--- config.mk ---
export PLATFORM = sky130hd
export DESIGN_NAME = fetch_queue
export DESIGN_NICKNAME = d
export VERILOG_FILES = /design/src/rtl/fetch_queue.sv
export SDC_FILE = /design/constraint.sdc
export NUM_CORES = 1
export LEC_CHECK = 0
export ABC_AREA = 1
export CORE_MARGIN = 5
export CORE_UTILIZATION = 47
export DETAILED_ROUTE_END_ITERATION = 10
export PLACE_DENSITY = 0.69
export REMOVE_ABC_BUFFERS = 1
export SYNTH_ARGS = -nofsm -noshare
export SYNTH_HDL_FRONTEND = slang
export SYNTH_SLANG_ARGS = --single-unit
--- constraint.sdc ---
create_clock -name clk -period 9.9 [get_ports clk]
set_input_delay 1.485 -clock clk [delete_from_list [all_inputs] [get_ports clk]]
set_output_delay 1.485 -clock clk [all_outputs]
set_load 0.01 [all_outputs]
--- src/rtl/fetch_queue.sv ---
`timescale 1ns/1ps
`default_nettype none
// ============================================================================
//  Module   : fetch_queue
//  Purpose  : Instruction fetch stage. Drives the PC against a variable
//             latency instruction memory (req/gnt/rvalid), buffers returned
//             words with their PCs in a small FIFO and hands them to decode
//             over a valid/ready handshake. Redirect flushes all in-flight
//             work and restarts fetching at a new PC.
//  Options  : FETCH_BYPASS_EN - when defined, a response arriving while the
//             FIFO is empty is presented to decode in the same cycle.
//  Revision : 1.0 - initial release
// ============================================================================
module fetch_queue #(
    parameter int          PC_W     = 8,
    parameter int          INS_W    = 32,
    parameter int          DEPTH    = 4,
    parameter int unsigned RESET_PC = 0
) (
    input  logic                     clk,
    input  logic                     reset,
    output logic                     imem_req,
    output logic [PC_W-1:0]          imem_addr,
    input  logic                     imem_gnt,
    input  logic                     imem_rvalid,
    input  logic [INS_W-1:0]         imem_rdata,
    input  logic                     redirect,
    input  logic [PC_W-1:0]          redirect_pc,
    output logic                     inst_valid,
    input  logic                     inst_ready,
    output logic [INS_W-1:0]         inst,
    output logic [PC_W-1:0]          inst_pc,
    output logic [$clog2(DEPTH):0]   fifo_count
);

    localparam int PTR_W = $clog2(DEPTH);
    localparam int CNT_W = PTR_W + 1;

    localparam logic [PC_W-1:0]  c_reset_pc = PC_W'(RESET_PC);
    localparam logic [CNT_W-1:0] c_depth    = CNT_W'(DEPTH);
    localparam logic [PC_W-1:0]  c_pc_step  = PC_W'(4);

    // IDLE: may request. WAIT: one request outstanding, response wanted.
    // DROP: one request outstanding whose response must be discarded.
    typedef enum logic [1:0] {
        S_IDLE = 2'd0,
        S_WAIT = 2'd1,
        S_DROP = 2'd2
    } state_t;

    state_t             r_state;
    state_t             w_state_next;

    logic [PC_W-1:0]    r_fetch_pc;
    logic [PC_W-1:0]    r_pending_pc;

    logic [INS_W-1:0]   r_mem_inst [DEPTH];
    logic [PC_W-1:0]    r_mem_pc   [DEPTH];
    logic [PTR_W-1:0]   r_rd_ptr;
    logic [PTR_W-1:0]   r_wr_ptr;
    logic [CNT_W-1:0]   r_count;

    logic               w_not_full;
    logic               w_accept;
    logic               w_resp;
    logic               w_head_valid;
    logic               w_bypass;
    logic               w_push;
    logic               w_pop;

    // Handshake decode: request, accept, push/pop and the decode-side view.
    // The outstanding request owns a FIFO slot, so requesting only while not
    // full guarantees the response always has room.
    always_comb begin
        w_not_full   = (r_count != c_depth);
        imem_req     = (r_state == S_IDLE) && w_not_full && !redirect && !reset;
        w_accept     = imem_req && imem_gnt;
        w_resp       = (r_state == S_WAIT) && imem_rvalid && !redirect;
        w_head_valid = (r_count != '0);
`ifdef FETCH_BYPASS_EN
        w_bypass     = !w_head_valid && w_resp;
`else
        w_bypass     = 1'b0;
`endif
        inst_valid   = (w_head_valid && !redirect) || w_bypass;
        inst         = w_bypass ? imem_rdata   : r_mem_inst[r_rd_ptr];
        inst_pc      = w_bypass ? r_pending_pc : r_mem_pc[r_rd_ptr];
        // A bypassed word never sits in the FIFO, so pop only from storage.
        w_pop        = w_head_valid && !redirect && inst_ready;
        // A bypassed word consumed this cycle is not written.
        w_push       = w_resp && !(w_bypass && inst_ready);
        imem_addr    = r_fetch_pc;
        fifo_count   = r_count;
    end

    // Fetch state register.
    always_ff @(posedge clk or posedge reset) begin
        if (reset) begin
            r_state <= S_IDLE;
        end else begin
            r_state <= w_state_next;
        end
    end

    // Next-state logic: a redirect while a request is outstanding turns the
    // pending response into one to be discarded, unless it arrives now.
    always_comb begin
        w_state_next = r_state;
        case (r_state)
            S_IDLE: begin
                if (w_accept) begin
                    w_state_next = S_WAIT;
                end
            end
            S_WAIT: begin
                if (imem_rvalid) begin
                    w_state_next = S_IDLE;
                end else if (redirect) begin
                    w_state_next = S_DROP;
                end
            end
            S_DROP: begin
                if (imem_rvalid) begin
                    w_state_next = S_IDLE;
                end
            end
            default: begin
                w_state_next = S_IDLE;
            end
        endcase
    end

    // Fetch PC and the PC of the outstanding request; redirect wins.
    always_ff @(posedge clk or posedge reset) begin
        if (reset) begin
            r_fetch_pc   <= c_reset_pc;
            r_pending_pc <= '0;
        end else if (redirect) begin
            r_fetch_pc   <= redirect_pc;
        end else if (w_accept) begin
            r_pending_pc <= r_fetch_pc;
            r_fetch_pc   <= r_fetch_pc + c_pc_step;
        end
    end

    // FIFO pointers and occupancy; redirect flushes and suppresses any pop.
    always_ff @(posedge clk or posedge reset) begin
        if (reset) begin
            r_rd_ptr <= '0;
            r_wr_ptr <= '0;
            r_count  <= '0;
        end else if (redirect) begin
            r_rd_ptr <= '0;
            r_wr_ptr <= '0;
            r_count  <= '0;
        end else begin
            if (w_push) begin
                r_wr_ptr <= r_wr_ptr + PTR_W'(1);
            end
            if (w_pop) begin
                r_rd_ptr <= r_rd_ptr + PTR_W'(1);
            end
            case ({w_push, w_pop})
                2'b10:   r_count <= r_count + CNT_W'(1);
                2'b01:   r_count <= r_count - CNT_W'(1);
                default: r_count <= r_count;
            endcase
        end
    end

    // FIFO storage; cleared on reset so the head reads zero while idle.
    always_ff @(posedge clk or posedge reset) begin
        if (reset) begin
            for (int i = 0; i < DEPTH; i++) begin
                r_mem_inst[i] <= '0;
                r_mem_pc[i]   <= '0;
            end
        end else if (w_push) begin
            r_mem_inst[r_wr_ptr] <= imem_rdata;
            r_mem_pc[r_wr_ptr]   <= r_pending_pc;
        end
    end

endmodule
`default_nettype wire

# After elaboration in Yosys (flattened, before gate mapping)
# Index checks and enable logic that the tools add are counted.
# totals
regBits	185
output_inout_bits	53
mem_bits_ro	0
in_bits	46
ramBits	0
memories	0
elab_cells	77
latch_bits	0
# op_classes
n_reduce_logical	19
magnitude_cmp	3
div	0
shift	0
addsub	5
mul	0
n_mux	25
bitwise_logic	3
eq_ne	8
# op_table
op	count
$bwmux 128	1
$mux 32	3
$bmux 32 s2	1
$demux 32 s2	1
$mux 8	5
$bwmux 32	1
$bmux 8 s2	1
$demux 8 s2	1
$mux 2	8
$logic_and 1x1->1	9
$add 8x3->8 const B	1
$ge 3x3->1 const B	2
$ne 3x3->1 const B	2
$not 2->3	2
$pmux 2 s3	1
$pmux 3 s2	1
$reduce_bool 2->1	3
$reduce_bool 3->1	2
$add 2x1->2 const B	2
$eq 2x1->1 const B	2
$eq 2x2->1 const B	2
$ne 2x2->1 const B	2
$add 3x1->3 const B	1
$lt 3x1->1 const B	1
other kinds (7)	8

# Logic depth before layout (Yosys ltp)
# logic_depth
word_depth	7
mapped_depth	10
ltp_nobuf	10

# Worst setup path after synthesis
# OpenSTA, ideal clock, no wires.
# synth_path
path_kind	input to output
from	input port redirect
to	output port inst_valid
n_path_buf	2
t_arrival_ps	1997
cell_stages	3
required_time_ps	8415
slack_ps	6418
path_cell_list	buf_2 -> buf_4 -> a21oi_1
# synth_via
elab_chain_len	2
# synth_lines
item	line	source
start: declaration	27	input logic redirect,
$logic_not 1->1	85	inst_valid = (w_head_valid && !redirect) || w_bypass;
$logic_and 1x1->1	85	
end: declaration	29	output logic inst_valid,
# No other way between the ends.

# Final worst setup path
# layout_path
from	input port redirect
to	output port imem_req
# layout_via
elab_chain_len	3
# layout_lines
item	line	source
$logic_not 1->1	76	imem_req = (r_state == S_IDLE) && w_not_full && !redirect && !reset;
$logic_and 1x1->1 (2 in series)	76	
end: declaration	22	output logic imem_req,
# No other way between the ends.

==> flow_summary.rst <==
.. list-table::
   :header-rows: 1

   * - Metric
     - Value
   * - Die outline area
     - 20700 um^2
   * - Count of routing violations after the opening detailed-route iteration
     - 424
   * - Accumulated negative setup slack
     - 0 ns
   * - Synthesized netlist cell count
     - 937
   * - Predominant post-synthesis flop cell
     - sky130_fd_sc_hd__dfrtp_1
   * - Antenna diodes
     - 0
   * - Worst stage delay on the critical path
     - 0.84 ns
   * - Crit path launch type
     - input port
   * - Sink count of the clock tree
     - 185
   * - Number of top-level pins
     - 99
   * - Core area
     - 17800 um^2
   * - Area used by sequential logic in the layout
     - 4630 um^2
   * - Final nets
     - 1050
   * - Seq cells post-synth
     - 185
   * - Number of flops mapped to enable cells by yosys
     - 0
   * - Synth-to-Final Area Change
     - 16.8%
   * - Arrival @ worst endpoint
     - 3.33 ns
   * - Run status
     - finished clean
   * - Clock Latency Late Sink
     - 0.42 ns
   * - Cell at the root of the clock tree
     - sky130_fd_sc_hd__clkbuf_16
   * - Half-perimeter wire length after placement
     - 10.4 mm
   * - Maximum fanout count along the critical path
     - 22
   * - Total length of routed wires
     - 18.6 mm
   * - Yosys top cell by area
     - sky130_fd_sc_hd__dfrtp_1
   * - Maximum level of the CTS H-tree
     - 4
   * - Slowest-stage cell, CP
     - sky130_fd_sc_hd__clkdlybuf4s50_1
   * - DRC violation count after routing
     - 0
   * - Layout Skew
     - 0.00673 ns
   * - Antenna violations before repair
     - 0
   * - Worst-case clock buffer depth
     - 2
   * - First-pass GRT wire length
     - 31.6 mm
   * - Die width
     - 144 um
   * - CTS-repair resized insts
     - 0
   * - Number of antenna-violating nets in the routed design
     - 0
   * - Share of cells above drive strength 1
     - 0.0733
   * - Post-CTS setup buffer count
     - 0
   * - CTS Buf Count
     - 17
   * - Area of the mapped netlist
     - 8420 um^2
   * - Clock tree from TritonCTS
     - done
   * - Via count of the first global-routing pass
     - 6393
   * - Cell types occupying the most area after synthesis
     - sky130_fd_sc_hd__dfrtp_1 55%, sky130_fd_sc_hd__nand2_1 9.5%, sky130_fd_sc_hd__o21ai_1 8.0%
   * - Clock input transition at the sequential cells of the worst setup and hold paths
     - 0.06 ns
   * - Crit path time final
     - 4.82 ns
   * - Worst Path Required
     - 8.42 ns
   * - Final count of hold timing violations
     - 0
   * - Static power due to leakage
     - 4.65 nW
   * - Fraction of registers with async set/reset
     - 1.00
   * - R2r setup slk
     - 7.95 ns
   * - Setup repair after global routing missed its margin
     - no
   * - Hold depth
     - 2
   * - Proportion of synthesized chip area in sequential cells
     - 0.550
   * - Worst Reg-to-Reg Cells
     - 10
   * - Die H
     - 144 um
   * - Endpoint of the most critical register-to-register path
     - fifo_count[2]
   * - Area post-placement
     - 9260 um^2
   * - Maxcap violations
     - 0
   * - Most common cell type on the critical path
     - sky130_fd_sc_hd__clkdlybuf4s50_1
   * - RD Place Congestion
     - 0.789
   * - Number of detailed-routing iterations run before antenna repair
     - 5
   * - Maximum number of pins on one net before global-route repair
     - 101
   * - Pwr per Cell Area
     - 197 nW/um^2
   * - Critical Path, Cell by Cell
     - clkdlybuf4s50_1, nor3_2, nand2_1, inv_1, clkdlybuf4s50_1
   * - Number of placement rows
     - 49
   * - Startpoint of the lowest-slack hold path
     - r_mem_inst[92]
   * - Worst slew margin relative to its limit
     - 0.305
   * - Tightest Pin Transition
     - 1.04 ns
   * - Hold_ws
     - 0.474 ns
   * - Worst hold endpoint
     - r_mem_inst[92]
   * - Most common cell after layout, fill and taps aside
     - sky130_fd_sc_hd__nand2_1
   * - Critical setup path kind
     - in2out
   * - Layout fillers
     - 1639
   * - Fin. max-slew vios
     - 0
   * - Capturing element type of the critical path
     - output port
   * - Number of distinct library cell variants in the gate-level netlist after synthesis
     - 31
   * - Gr usage total
     - 0.191
   * - Worst R2R Start
     - r_state[1]
   * - Avg Vias per Cell
     - 5.24
   * - Max Clock Freq
     - 0.208 GHz
   * - Yosys top cell area share
     - 0.550
   * - Warning count from the yosys run
     - 0
   * - Mean area per synthesized cell
     - 8.99 um^2
   * - Design Area, Final
     - 9840 um^2
   * - Global route total overflow
     - 0
   * - Count of input and output buffers
     - 98
   * - Post-CTS Hold Buffers
     - 0
   * - IR Drop Worst-Case VDD
     - 0.000128 V
   * - Final period util
     - 0.487
   * - Area used by multi-input combinational logic
     - 3100 um^2
   * - Commonest cells after routing, fill and taps aside
     - 213 x sky130_fd_sc_hd__nand2_1, 184 x sky130_fd_sc_hd__dfrtp_1, 135 x sky130_fd_sc_hd__o21ai_1
   * - Post-DR wirelength/cell
     - 15.0 um
   * - Type of the most critical hold path
     - reg2reg
   * - Initial cell density of the core
     - 0.474
   * - Total vias in the final route
     - 6498
   * - Final setup violation count
     - 0
[logic make-up (layout without fill, tap and decap cells)]
kind of cell    Yosys count  in the layout  synth area share
simple gates            316            316             0.151
compound gates          306            306             0.202
flops                   185            185             0.550
buf+inv                 119            192            0.0824
fa+ha+maj                 6              6           0.00980
xor+xnor                  5              5           0.00520
[stage by stage]
step | std cells | worst slack, ns | utilization | power (mW)
after floorplan | 876 | 3.39 | - | 1.09
after global placement | 1208 | 5.06 | 0.521 | 1.27
after detailed placement | 1208 | 5.06 | 0.521 | 1.28
after CTS | 1239 | 5.06 | 0.553 | 1.96
after global routing | 1239 | 4.93 | 0.553 | 2.04
final | 1239 | 5.08 | 0.553 | 1.94
[state kept, by name, summed over array words and instances, names as in the netlist]
register / flops
r_mem_inst: 128
fifo_count: 3
r_wr_ptr: 2
r_rd_ptr: 2
r_state: 2
r_mem_pc: 32
imem_addr: 8
r_pending_pc: 8
[worst max-delay path by stage]
| stage | to | start | cells after the start |
|---|---|---|---|
| 2_1_floorplan | fifo_count[0] | reset | 1 |
| 3_3_place_gp | imem_req | redirect | 5 |
| 3_5_place_dp | imem_req | redirect | 5 |
| 4_1_cts | imem_req | redirect | 5 |
| 5_1_grt | inst[1] | r_rd_ptr[0] | 6 |
| 6_report | imem_req | redirect | 5 |
[worst max-delay path: cells and delay by family]
kind	cells	cell delay (ns)
buffers and inverters	3	1.42
and+or+nand+nor	2	0.43
[where the power goes]
| group | internal (mW) | leakage [nW] | switching, mW |
|---|---|---|---|
| clock | 0.401 | 0.287 | 0.274 |
| sequential | 0.834 | 2.50 | 0.0433 |
| combinational | 0.192 | 1.86 | 0.192 |
| total | 1.43 | 4.65 | 0.510 |
[routing by layer]
layer | vias up | share of wire | GRT usage
met5 | - | 0 | 0
met2 | 157 | 0.46 | 0.305
met4 | 0 | 0.017 | 0.0634
met3 | 23 | 0.062 | 0.0496
met1 | 3088 | 0.47 | 0.256
li1 | 3230 | - | -
[Yosys cell counts (2+ instances only)]
master	n
sky130_fd_sc_hd__o21ai_2	29
sky130_fd_sc_hd__xor2_1	3
sky130_fd_sc_hd__nand2_4	4
sky130_fd_sc_hd__buf_6	28
sky130_fd_sc_hd__xnor2_1	2
sky130_fd_sc_hd__inv_1	57
sky130_fd_sc_hd__o21ai_0	97
sky130_fd_sc_hd__a21oi_1	2
sky130_fd_sc_hd__nand2_1	213
sky130_fd_sc_hd__o31ai_1	2
sky130_fd_sc_hd__clkbuf_1	20
sky130_fd_sc_hd__buf_4	5
sky130_fd_sc_hd__buf_2	7
sky130_fd_sc_hd__ha_1	5
sky130_fd_sc_hd__o22ai_1	40
sky130_fd_sc_hd__nor2_1	85
sky130_fd_sc_hd__o21ai_1	135
sky130_fd_sc_hd__nand3_1	6
sky130_fd_sc_hd__dfrtp_1	185
[area by class of cell]
class / count / area share
Sequential cell: 185 / 0.471
Multi-Input combinational cell: 633 / 0.315
Timing Repair Buffer: 103 / 0.104
Clock buffer: 22 / 0.0462
Tap cell: 229 / 0.0291
Inverter: 58 / 0.0226
Clock inverter: 9 / 0.0126
Note: power is estimated with default switching activity, not from simulation.
